===== src/rtl/dl_fetch_engine_if.sv =====
// dl_fetch_engine_if
//   Groups the two buses of the display-list fetch engine.
//   Memory read port (one outstanding request):
//     MEM_REQ  / MEM_ADDR    engine -> memory, held until the ack cycle
//     MEM_ACK  / MEM_DATA    memory -> engine, data valid in the ack cycle
//   Line RAM writer load port:
//     INPUT_ADDR, PALETTE, WM with one-cycle strobes INPUT_W, PALETTE_W, WM_W
//     PIXELS with one-cycle strobe PIXELS_W
//   master = fetch engine side, slave = memory / line RAM side.
interface dl_fetch_engine_if;
    logic        MEM_REQ;
    logic [15:0] MEM_ADDR;
    logic        MEM_ACK;
    logic [7:0]  MEM_DATA;
    logic [7:0]  INPUT_ADDR;
    logic [2:0]  PALETTE;
    logic        WM;
    logic        INPUT_W;
    logic        PALETTE_W;
    logic        WM_W;
    logic [7:0]  PIXELS;
    logic        PIXELS_W;

    modport master (
        output MEM_REQ, MEM_ADDR,
        input  MEM_ACK, MEM_DATA,
        output INPUT_ADDR, PALETTE, WM, INPUT_W, PALETTE_W, WM_W,
        output PIXELS, PIXELS_W
    );

    modport slave (
        input  MEM_REQ, MEM_ADDR,
        output MEM_ACK, MEM_DATA,
        input  INPUT_ADDR, PALETTE, WM, INPUT_W, PALETTE_W, WM_W,
        input  PIXELS, PIXELS_W
    );
endinterface


===== src/rtl/dl_fetch_engine.sv =====
// dl_fetch_engine
//   Maria display-list DMA stage for one zone. Walks the display list,
//   decodes 4-byte and 5-byte (extended) headers, fetches graphics bytes
//   (direct or indirect/character mode) and feeds the line RAM writer.
// Ports:
//   SYSCLK, RESET      clock, asynchronous active-high reset
//   DL_START, DL_ADDR  start pulse and list base address (ignored while busy)
//   OFFSET             zone line offset added to the graphics high byte
//   CHARBASE, CWIDTH   character base high byte and 1/2 bytes per character
//   BUSY, DONE         busy level and one-cycle end-of-list pulse
//   bus                memory read port and line RAM load port (master side)
module dl_fetch_engine (
    input  logic              SYSCLK,
    input  logic              RESET,
    input  logic              DL_START,
    input  logic [15:0]       DL_ADDR,
    input  logic [3:0]        OFFSET,
    input  logic [7:0]        CHARBASE,
    input  logic              CWIDTH,
    output logic              BUSY,
    output logic              DONE,
    dl_fetch_engine_if.master bus
);
    typedef enum logic [2:0] {
        S_IDLE,
        S_HDR,    // header bytes b0..b3 (b4 for extended)
        S_SETUP,  // one-cycle line RAM header load
        S_GFX,    // direct graphics fetch
        S_PTR,    // indirect: character pointer fetch
        S_CHR,    // indirect: character graphics fetch(es)
        S_END
    } state_t;

    state_t      state_reg, state_next;
    logic [15:0] dlp_reg, dlp_next;
    logic [2:0]  hidx_reg, hidx_next;
    logic [7:0]  b0_reg, b0_next;
    logic [7:0]  b1_reg, b1_next;
    logic [7:0]  b2_reg, b2_next;
    logic [7:0]  b3_reg, b3_next;
    logic [7:0]  low_reg, low_next;
    logic [7:0]  high_reg, high_next;
    logic [4:0]  width_reg, width_next;
    logic        ind_reg, ind_next;
    logic [4:0]  idx_reg, idx_next;
    logic [7:0]  ptr_reg, ptr_next;
    logic        csub_reg, csub_next;
    logic        req_reg, req_next;
    logic [15:0] addr_reg, addr_next;
    logic [7:0]  inaddr_reg, inaddr_next;
    logic [2:0]  pal_reg, pal_next;
    logic        wm_reg, wm_next;
    logic [7:0]  pix_reg, pix_next;
    logic        pixw_reg, pixw_next;

    logic        ack;
    logic        last_byte;
    logic        hdr_term;
    logic        hdr_ext;
    logic [15:0] gfx_addr;
    logic [15:0] src_addr;
    logic [15:0] chr_addr;

    // An ack only counts while our own request is outstanding.
    assign ack = bus.MEM_ACK && req_reg;

    // Byte count is (32 - width) mod 32 with 0 meaning 32, so the index of
    // the last byte is 31 - width, i.e. the bitwise complement of width.
    assign last_byte = (idx_reg == ~width_reg);

    assign hdr_term = (b1_reg[6:0] == 7'd0);
    assign hdr_ext  = (b1_reg[4:0] == 5'd0) && b1_reg[6];

    // The 8-bit high-byte sums wrap on their own before the 16-bit add.
    assign gfx_addr = {high_reg + {4'd0, OFFSET}, low_reg} + {11'd0, idx_reg};
    assign src_addr = {high_reg, low_reg} + {11'd0, idx_reg};
    assign chr_addr = {CHARBASE + {4'd0, OFFSET}, ptr_reg} + {15'd0, csub_reg};

    // State and datapath registers
    always_ff @(posedge SYSCLK or posedge RESET) begin
        if (RESET) begin
            state_reg  <= S_IDLE;
            dlp_reg    <= 16'd0;
            hidx_reg   <= 3'd0;
            b0_reg     <= 8'd0;
            b1_reg     <= 8'd0;
            b2_reg     <= 8'd0;
            b3_reg     <= 8'd0;
            low_reg    <= 8'd0;
            high_reg   <= 8'd0;
            width_reg  <= 5'd0;
            ind_reg    <= 1'b0;
            idx_reg    <= 5'd0;
            ptr_reg    <= 8'd0;
            csub_reg   <= 1'b0;
            req_reg    <= 1'b0;
            addr_reg   <= 16'd0;
            inaddr_reg <= 8'd0;
            pal_reg    <= 3'd0;
            wm_reg     <= 1'b0;
            pix_reg    <= 8'd0;
            pixw_reg   <= 1'b0;
        end else begin
            state_reg  <= state_next;
            dlp_reg    <= dlp_next;
            hidx_reg   <= hidx_next;
            b0_reg     <= b0_next;
            b1_reg     <= b1_next;
            b2_reg     <= b2_next;
            b3_reg     <= b3_next;
            low_reg    <= low_next;
            high_reg   <= high_next;
            width_reg  <= width_next;
            ind_reg    <= ind_next;
            idx_reg    <= idx_next;
            ptr_reg    <= ptr_next;
            csub_reg   <= csub_next;
            req_reg    <= req_next;
            addr_reg   <= addr_next;
            inaddr_reg <= inaddr_next;
            pal_reg    <= pal_next;
            wm_reg     <= wm_next;
            pix_reg    <= pix_next;
            pixw_reg   <= pixw_next;
        end
    end

    // Next-state and datapath logic. Every fetch state works the same way:
    // a cycle with no request outstanding issues the next read, then the
    // request is held until its ack, after which it drops for a cycle.
    always_comb begin
        state_next  = state_reg;
        dlp_next    = dlp_reg;
        hidx_next   = hidx_reg;
        b0_next     = b0_reg;
        b1_next     = b1_reg;
        b2_next     = b2_reg;
        b3_next     = b3_reg;
        low_next    = low_reg;
        high_next   = high_reg;
        width_next  = width_reg;
        ind_next    = ind_reg;
        idx_next    = idx_reg;
        ptr_next    = ptr_reg;
        csub_next   = csub_reg;
        req_next    = req_reg;
        addr_next   = addr_reg;
        inaddr_next = inaddr_reg;
        pal_next    = pal_reg;
        wm_next     = wm_reg;
        pix_next    = pix_reg;
        pixw_next   = 1'b0;

        case (state_reg)
            S_IDLE: begin
                if (DL_START) begin
                    dlp_next   = DL_ADDR;
                    hidx_next  = 3'd0;
                    state_next = S_HDR;
                end
            end

            S_HDR: begin
                if (!req_reg) begin
                    req_next  = 1'b1;
                    addr_next = dlp_reg + {13'd0, hidx_reg};
                end else if (ack) begin
                    req_next = 1'b0;
                    case (hidx_reg)
                        3'd0: begin
                            b0_next   = bus.MEM_DATA;
                            hidx_next = 3'd1;
                        end
                        3'd1: begin
                            b1_next   = bus.MEM_DATA;
                            hidx_next = 3'd2;
                        end
                        3'd2: begin
                            b2_next   = bus.MEM_DATA;
                            hidx_next = 3'd3;
                        end
                        3'd3: begin
                            b3_next = bus.MEM_DATA;
                            if (hdr_term) begin
                                state_next = S_END;
                            end else if (hdr_ext) begin
                                hidx_next = 3'd4;
                            end else begin
                                low_next    = b0_reg;
                                high_next   = b2_reg;
                                width_next  = b1_reg[4:0];
                                ind_next    = 1'b0;
                                inaddr_next = bus.MEM_DATA;
                                pal_next    = b1_reg[7:5];
                                wm_next     = 1'b0;
                                dlp_next    = dlp_reg + 16'd4;
                                state_next  = S_SETUP;
                            end
                        end
                        default: begin
                            // Fifth byte of an extended header carries hpos.
                            low_next    = b0_reg;
                            high_next   = b2_reg;
                            width_next  = b3_reg[4:0];
                            ind_next    = b1_reg[5];
                            inaddr_next = bus.MEM_DATA;
                            pal_next    = b3_reg[7:5];
                            wm_next     = b1_reg[7];
                            dlp_next    = dlp_reg + 16'd5;
                            state_next  = S_SETUP;
                        end
                    endcase
                end
            end

            S_SETUP: begin
                idx_next   = 5'd0;
                csub_next  = 1'b0;
                state_next = ind_reg ? S_PTR : S_GFX;
            end

            S_GFX: begin
                if (!req_reg) begin
                    req_next  = 1'b1;
                    addr_next = gfx_addr;
                end else if (ack) begin
                    req_next  = 1'b0;
                    pix_next  = bus.MEM_DATA;
                    pixw_next = 1'b1;
                    if (last_byte) begin
                        hidx_next  = 3'd0;
                        state_next = S_HDR;
                    end else begin
                        idx_next = idx_reg + 5'd1;
                    end
                end
            end

            S_PTR: begin
                if (!req_reg) begin
                    req_next  = 1'b1;
                    addr_next = src_addr;
                end else if (ack) begin
                    req_next   = 1'b0;
                    ptr_next   = bus.MEM_DATA;
                    csub_next  = 1'b0;
                    state_next = S_CHR;
                end
            end

            S_CHR: begin
                if (!req_reg) begin
                    req_next  = 1'b1;
                    addr_next = chr_addr;
                end else if (ack) begin
                    req_next  = 1'b0;
                    pix_next  = bus.MEM_DATA;
                    pixw_next = 1'b1;
                    if (CWIDTH && !csub_reg) begin
                        csub_next = 1'b1;
                    end else if (last_byte) begin
                        hidx_next  = 3'd0;
                        state_next = S_HDR;
                    end else begin
                        idx_next   = idx_reg + 5'd1;
                        state_next = S_PTR;
                    end
                end
            end

            S_END: begin
                state_next = S_IDLE;
            end

            default: begin
                state_next = S_IDLE;
            end
        endcase
    end

    // Outputs
    always_comb begin
        bus.MEM_REQ    = req_reg;
        bus.MEM_ADDR   = addr_reg;
        bus.INPUT_ADDR = inaddr_reg;
        bus.PALETTE    = pal_reg;
        bus.WM         = wm_reg;
        bus.INPUT_W    = (state_reg == S_SETUP);
        bus.PALETTE_W  = (state_reg == S_SETUP);
        bus.WM_W       = (state_reg == S_SETUP);
        bus.PIXELS     = pix_reg;
        bus.PIXELS_W   = pixw_reg;
        DONE           = (state_reg == S_END);
        BUSY           = (state_reg != S_IDLE) && (state_reg != S_END);
    end
endmodule

===== src/flat_wrapper.sv =====
// flat-port wrapper written by rule: the top's interface ports become plain ports
module dl_fetch_engine_flat 
  (SYSCLK, RESET, DL_START, DL_ADDR, OFFSET, CHARBASE, CWIDTH, BUSY, DONE, bus_MEM_REQ, bus_MEM_ADDR, bus_MEM_ACK, bus_MEM_DATA, bus_INPUT_ADDR, bus_PALETTE, bus_WM, bus_INPUT_W, bus_PALETTE_W, bus_WM_W, bus_PIXELS, bus_PIXELS_W);
  dl_fetch_engine_if bus_i ();
  input  logic SYSCLK;
  input  logic RESET;
  input  logic DL_START;
  input  logic [15:0] DL_ADDR;
  input  logic [3:0] OFFSET;
  input  logic [7:0] CHARBASE;
  input  logic CWIDTH;
  output logic BUSY;
  output logic DONE;
  output wire logic [$bits(bus_i.MEM_REQ)-1:0] bus_MEM_REQ;
  output wire logic [$bits(bus_i.MEM_ADDR)-1:0] bus_MEM_ADDR;
  input wire logic [$bits(bus_i.MEM_ACK)-1:0] bus_MEM_ACK;
  input wire logic [$bits(bus_i.MEM_DATA)-1:0] bus_MEM_DATA;
  output wire logic [$bits(bus_i.INPUT_ADDR)-1:0] bus_INPUT_ADDR;
  output wire logic [$bits(bus_i.PALETTE)-1:0] bus_PALETTE;
  output wire logic [$bits(bus_i.WM)-1:0] bus_WM;
  output wire logic [$bits(bus_i.INPUT_W)-1:0] bus_INPUT_W;
  output wire logic [$bits(bus_i.PALETTE_W)-1:0] bus_PALETTE_W;
  output wire logic [$bits(bus_i.WM_W)-1:0] bus_WM_W;
  output wire logic [$bits(bus_i.PIXELS)-1:0] bus_PIXELS;
  output wire logic [$bits(bus_i.PIXELS_W)-1:0] bus_PIXELS_W;
  assign bus_MEM_REQ = bus_i.MEM_REQ;
  assign bus_MEM_ADDR = bus_i.MEM_ADDR;
  assign bus_i.MEM_ACK = bus_MEM_ACK;
  assign bus_i.MEM_DATA = bus_MEM_DATA;
  assign bus_INPUT_ADDR = bus_i.INPUT_ADDR;
  assign bus_PALETTE = bus_i.PALETTE;
  assign bus_WM = bus_i.WM;
  assign bus_INPUT_W = bus_i.INPUT_W;
  assign bus_PALETTE_W = bus_i.PALETTE_W;
  assign bus_WM_W = bus_i.WM_W;
  assign bus_PIXELS = bus_i.PIXELS;
  assign bus_PIXELS_W = bus_i.PIXELS_W;
  dl_fetch_engine u_core (.SYSCLK(SYSCLK), .RESET(RESET), .DL_START(DL_START), .DL_ADDR(DL_ADDR), .OFFSET(OFFSET), .CHARBASE(CHARBASE), .CWIDTH(CWIDTH), .BUSY(BUSY), .DONE(DONE), .bus(bus_i));
endmodule

===== config.mk =====
export PLATFORM = sky130hd
export DESIGN_NAME = dl_fetch_engine_flat
export DESIGN_NICKNAME = d
export VERILOG_FILES = /design/src/rtl/dl_fetch_engine_if.sv /design/src/rtl/dl_fetch_engine.sv /design/src/flat_wrapper.sv
export SDC_FILE = /design/constraint.sdc
export NUM_CORES = 1
export LEC_CHECK = 0
export BUFFER_PORTS_ARGS = -buffer_cell sky130_fd_sc_hd__buf_2
export CAP_MARGIN = 20
export CORE_ASPECT_RATIO = 1.5
export CORE_MARGIN = 4
export CORE_UTILIZATION = 40
export DETAILED_ROUTE_END_ITERATION = 6
export PLACE_DENSITY_LB_ADDON = 0.25
export SETUP_SLACK_MARGIN = 0.05
export SYNTH_ARGS = -nofsm -noshare
export SYNTH_HDL_FRONTEND = slang
export SYNTH_SLANG_ARGS = --single-unit

===== constraint.sdc =====
create_clock -name SYSCLK -period 7.1 [get_ports SYSCLK]
set_input_delay 0 -clock SYSCLK [delete_from_list [all_inputs] [get_ports SYSCLK]]
set_output_delay 0 -clock SYSCLK [all_outputs]
set_load 0.02 [all_outputs]

==> results of run 1 <==
-- report_power, final --
part           leakage [nW]  switching [mW]  total (mW)  internal (mW)
registers              1.69          0.0978       0.921          0.824
clock network         0.263           0.347       0.810          0.463
logic                  2.25           0.336       0.552          0.216
-- final timing paths --
kind                                        start                       to  slack, ns  cells after the start
setup / recovery               u_core.hidx_reg[2]        u_core.low_reg[5]       3.86                      4
hold / removal                        CHARBASE[6]  u_core.bus.MEM_ADDR[14]       0.11                      5
max in group asynchronous                   RESET   u_core.bus.MEM_ADDR[1]       5.46                      4
hold reg to reg            u_core.bus.MEM_ADDR[3]   u_core.bus.MEM_ADDR[3]       0.47                      2
min in group asynchronous                   RESET     u_core.bus.PIXELS[0]       0.27                      3
setup reg to reg               u_core.hidx_reg[2]        u_core.low_reg[5]       3.86                      4
-- layout make-up --
cell class / count / area (um^2) / area share (%)
inverter: 19 / 73.8 / 0.825
timing repair buffer: 111 / 691 / 7.72
clock inverter: 12 / 98.8 / 1.10
multi-input combinational: 583 / 4120 / 46.1
clock buffer: 20 / 447 / 4.99
tap: 252 / 315 / 3.52
sequential: 128 / 3200 / 35.8
-- per-stage QoR --
stage / total power, mW / instances
floorplan: 1.30 / 765
global placement: 1.47 / 1067
detailed placement: 1.47 / 1067
CTS: 2.30 / 1125
global route: 2.41 / 1125
finish: 2.28 / 1125
-- placed cells by master (no fill, tap or decap), types with 15 or more instances in the layout --
cell type | Yosys | layout
o21ai_0 | 36 | 36
clkbuf_16 | 0 | 17
inv_1 | 16 | 15
dfrtp_1 | 128 | 128
a21oi_1 | 50 | 50
mux2_4 | 20 | 20
buf_2 | 9 | 83
dlygate4sd3_1 | 0 | 26
xnor2_1 | 37 | 37
mux2_2 | 43 | 43
nor2_1 | 64 | 64
xor2_1 | 20 | 20
ha_1 | 22 | 22
nand3_1 | 18 | 18
nand2_1 | 80 | 80
-- cells by family (layout without fill, tap and decap cells) --
kind of cell / count (synthesis) / in the layout
mux: 71 / 71
flops: 128 / 128
compound gates: 186 / 186
xor+xnor: 57 / 57
buf+inv: 54 / 162
fa+ha+maj: 26 / 26
simple gates: 243 / 243
-- metal layers --
metal	global-route usage [%]	up-vias	routed length, um
met1	22.8	2875	8280
met4	8.98	0	647
li1	-	2948	-
met2	33.3	122	10200
met5	0	-	0
met3	3.55	37	682
-- worst max-delay path, delay by kind of cell, from the launching register on --
kind	cells	cell delay, ns
mux	1	0.42
flops	1	0.48
simple gates	3	2.18
==> impl_metrics.ini, run 1 <==
[power_and_ir_drop]
peakVddDrop_v = 0.000170
power_leakage_nw = 4.19
cellPowerDensity_mw_per_mm2 = 255

[clocking]
insertion_delay_ns = 0.41
htreeDepth = 4
cts_setup_buffers = 0
cts_num_sinks = 128
clockBufferDepth = 2
cts_hold_buf = 26
ctsResizeCount = 0
tritoncts = done
cts.clk_slew.worst_paths_ns = 0.06
cts_buffers = 17
cts_root_buf = clkbuf_16

[layout]
num_antenna_cells = 0
fin_area_mm2 = 0.00895
drive_above_1_share_pct = 23.5
finalNetCount = 927
nFillCells = 1826
areaGrowthSynthToFinish_pct = 17.9
fin_util_pct = 48.1

[sta]
tightest_slew_ns = 1.11
fin_hold_ws_ns = 0.109
setup_viol = 0
finalHoldViolations = 0
slew_headroom_pct = 26.1
rsz0062_at_grt = no
fmax_mhz = 308
finalCritPeriodShare_pct = 45.7
report.final.slew_viol_count = 0
layout_setup_ws_ns = 3.86
final.setup.tns_ns = 0
period_needed_ns = 3.24
finClkSkew_ns = 0.0116

[status]
status = finished, final reports clean

[synthesis]
synth.area.top_cells = dfrtp_1 (42%), mux2_2 (6.4%), xnor2_1 (4.3%)
yosysUniqueCellTypes = 75
synth_area_mm2 = 0.00759
async_reset_ff_share_pct = 100
syn_avg_cell_area_um2 = 9.92
synth_compound_area_share_pct = 15.6
yosys.area_share.simple_pct = 16.0
yosysMostFrequentCell = dfrtp_1
yosysTopAreaCellShare_pct = 42.2
synth_seq_cells = 128
synth_xor_area_share_pct = 6.58
synth_top_family_by_area = simple AND/OR/NAND/NOR gates
synth_edf_count = 0
yosysSeqAreaShare_pct = 42.2
ys_warn_count = 0
yosysTopAreaCell = dfrtp_1
synthMuxAreaShare_pct = 11.4
synth_nets = 832
synth_fa_ha_area_share_pct = 4.68
synth_flop_cell = dfrtp_1
syn_inst = 765
synth_common_cells = dfrtp_1 (128), nand2_1 (80), nor2_1 (64)

[placement]
gp_congestion = 0.858
dpl.hpwl_um = 14500
place_ws_ns = 3.84
port_buffers = 83
place_area_mm2 = 0.00814

[detailed_routing]
detail_route.iter0.violations = 315
drt_pass1_iterations = 7
wirelength_um = 19800
wl_per_cell_um = 17.6
drc = 0
vias = 5982
viasPerCell = 5.32
postRouteAntennaNets = 0

[worst_setup_path]
slowest_delay_ns = 0.86
start_kind = flip-flop
cp_max_fo = 44
crit_chain = nand3b_1 -> and4b_1 -> or3_2 -> mux2_2
crit_type = reg2reg
arrival_ns = 3.54
cp-end-kind = flip-flop
critPathSlowestCell = or3_2
required_ns = 7.40

[global_routing]
antenna_found_initial = 0
grt_usage_pct = 19.1
grt_pass1_vias = 6029
overflow = 0
grt_pass1_wl_um = 31900
grt_start_max_net_pins = 67

[floorplan]
die_h_um = 177
coreArea_mm2 = 0.0186
die-width_um = 120
die-area_mm2 = 0.0213
num_rows = 61
start_util_pct = 40.8
io_pins = 84

[flow_run]
drv_cap = 0

[hold_path]
worst_hold_path_type = in2reg
Note: power is estimated with default switching activity, not from simulation.
==> run 2: changes to the inputs <==
--- a/config.mk
+++ b/config.mk
@@ -5,6 +5,7 @@
 export SDC_FILE = /design/constraint.sdc
 export NUM_CORES = 1
 export LEC_CHECK = 0
+export ABC_AREA = 1
 export BUFFER_PORTS_ARGS = -buffer_cell sky130_fd_sc_hd__buf_2
 export CAP_MARGIN = 20
 export CORE_ASPECT_RATIO = 1.5
==> constraint.sdc (replaced) <==
create_clock -name SYSCLK -period 2.81 [get_ports SYSCLK]
set_input_delay 0 -clock SYSCLK [delete_from_list [all_inputs] [get_ports SYSCLK]]
set_output_delay 0 -clock SYSCLK [all_outputs]
set_load 0.02 [all_outputs]
==> impl_metrics.ini, run 2 <==
[status]
status = finished, final reports clean

[clocking]
cts_hold_buf = 18
insertion_delay_ns = 0.42
cts_root_buf = clkbuf_16
cts.clk_slew.worst_paths_ns = 0.06
cts_num_sinks = 128
ctsResizeCount = 0
cts_setup_buffers = 0
htreeDepth = 4
clockBufferDepth = 2
tritoncts = done
cts_buffers = 17

[floorplan]
num_rows = 62
die-area_mm2 = 0.0216
coreArea_mm2 = 0.0191
die_h_um = 178
io_pins = 84
die-width_um = 121
start_util_pct = 40.5

[power_and_ir_drop]
cellPowerDensity_mw_per_mm2 = 1060
power.total_mw = 9.74
clkPwrFrac_pct = 23.5
peakVddDrop_v = 0.000597
switching_share_pct = 44.1
power_leakage_nw = 4.56
combPwrFrac_pct = 43.3
seqPwrFrac_pct = 33.2
p_int_mw = 5.45
p_switching_mw = 4.29

[synthesis]
async_reset_ff_share_pct = 100
synth_area_mm2 = 0.00772
yosysMostFrequentCell = nand2_1
synth.area.top_cells = dfrtp_1 (41%), nand2_1 (16%), o21ai_0 (8.2%)
syn_avg_cell_area_um2 = 7.43
yosysTopAreaCellShare_pct = 41.5
syn_inst = 1040
ys_warn_count = 0
synth_edf_count = 0
synth_seq_cells = 128
yosysTopAreaCell = dfrtp_1
synth_flop_cell = dfrtp_1
yosysUniqueCellTypes = 46
synth_nets = 1107
yosysSeqAreaShare_pct = 41.5
synth_common_cells = nand2_1 (319), dfrtp_1 (128), o21ai_0 (127)

[sta]
finalCritPeriodShare_pct = 86.1
rsz0062_at_grt = no
setup_viol = 0
final.setup.tns_ns = 0
finClkSkew_ns = 0.00984
layout_setup_ws_ns = 0.390
report.final.slew_viol_count = 0
slew_headroom_pct = 56.1
finalHoldViolations = 0
fmax_mhz = 413
period_needed_ns = 2.42
tightest_slew_ns = 0.657

[worst_setup_path]
cp_max_fo = 35
start_kind = flip-flop
required_ns = 3.15
critPathLaunch = u_core.state_reg[2]
crit_type = reg2reg
r2r_end = u_core.dlp_reg[4]
cp-endpoint = u_core.dlp_reg[4]
arrival_ns = 2.76
reg2reg_from = u_core.state_reg[2]
rrSetupSlack_ns = 0.39
reg2reg_depth = 11
cp-end-kind = flip-flop

[layout]
num_antenna_cells = 0
mostFrequentLayoutCells = nand2_1 (319), dfrtp_1 (128), o21ai_0 (127), inv_1 (97), buf_2 (83)
areaGrowthSynthToFinish_pct = 19.2
finalNetCount = 1210
drive_above_1_share_pct = 14.9
final_common_cell = nand2_1
nFillCells = 1982
stdcell_count = 1412
fin_area_mm2 = 0.00921

[placement]
port_buffers = 83
gp_congestion = 0.938
dpl.hpwl_um = 16100
place_ws_ns = 0.381
dp.cells = 1362
place_area_mm2 = 0.00842

[global_routing]
antenna_found_initial = 0
grt_pass1_wl_um = 34900
overflow = 0
grt_usage_pct = 20.3
grt_pass1_vias = 6992
grt_start_max_net_pins = 71

[detailed_routing]
wirelength_um = 21100
drt_pass1_iterations = 5
postRouteAntennaNets = 0
wl_per_cell_um = 14.9
drc = 0
vias = 7086
detail_route.iter0.violations = 376
viasPerCell = 5.02

[flow_run]
drv_cap = 0

[hold_path]
worst_hold_path_type = in2reg
-- run 2: worst min path at each step --
stage,startpoint,end,slack (ns),depth (start not counted)
finish,bus_MEM_DATA[3],u_core.bus.PIXELS[3],0.005,3
floorplan,DL_ADDR[0],u_core.dlp_reg[0],0.20,2
global placement,RESET,u_core.b0_reg[7],0.13,2
detailed placement,RESET,u_core.b0_reg[7],0.13,2
CTS,bus_MEM_DATA[4],u_core.b2_reg[4],0.01,3
global route,bus_MEM_DATA[2],u_core.b1_reg[2],0.02,3
-- run 2: cell type report --
type	count	area, um^2	area share, %
inverter	107	407	4.42
timing repair buffer	114	718	7.80
sequential	128	3200	34.8
clock inverter	14	181	1.97
tap	256	320	3.48
multi-input combinational	775	3950	42.9
clock buffer	18	429	4.66
-- run 2: kinds of logic after synthesis --
group                    after synthesis  share of synthesized area (%)
AO/OA/AOI/OAI                        207                           14.4
flip-flops                           128                           41.5
AND/OR/NAND/NOR                      520                           29.6
buffers and inverters                137                           7.40
XOR/XNOR                              22                           2.50
adder cells (fa/ha/maj)               26                           4.60
-- run 2: metrics by stage --
stage	hold WS, ns	util (%)
detailed placement	0.132	44.1
CTS	0.0142	48.2
finish	0.00500	48.2
floorplan	0.204	-
global route	0.0221	48.2
global placement	0.129	44.1
-- run 2: layer usage --
layer  up-vias  routed length, um  track usage, %
met1      3276               8910            24.3
li1       3625                  -               -
met2       136              10700            35.9
met3        49                640            2.89
met4         0                801            9.16
met5         -                  0               0
-- run 2: power groups by stage --
stage	Sequential, mW	Clock (mW)	Combinational (mW)
5_1_grt	3.33	2.42	4.83
6_report	3.23	2.29	4.22
2_1_floorplan	3.33	0	2.92
3_3_place_gp	3.23	0	4.19
4_1_cts	3.22	2.32	4.27
3_5_place_dp	3.23	0	4.24
-- run 2: critical path, stage by stage, from the launching register on --
cell,delay (ns)
dfrtp_1,0.55
inv_2,0.13
nand2_2,0.11
inv_2,0.05
nand2_4,0.28
inv_2,0.20
a21oi_2,0.23
nand3b_1,0.15
nor2_4,0.30
buf_4,0.22
nand2_1,0.05
o21ai_1,0.08
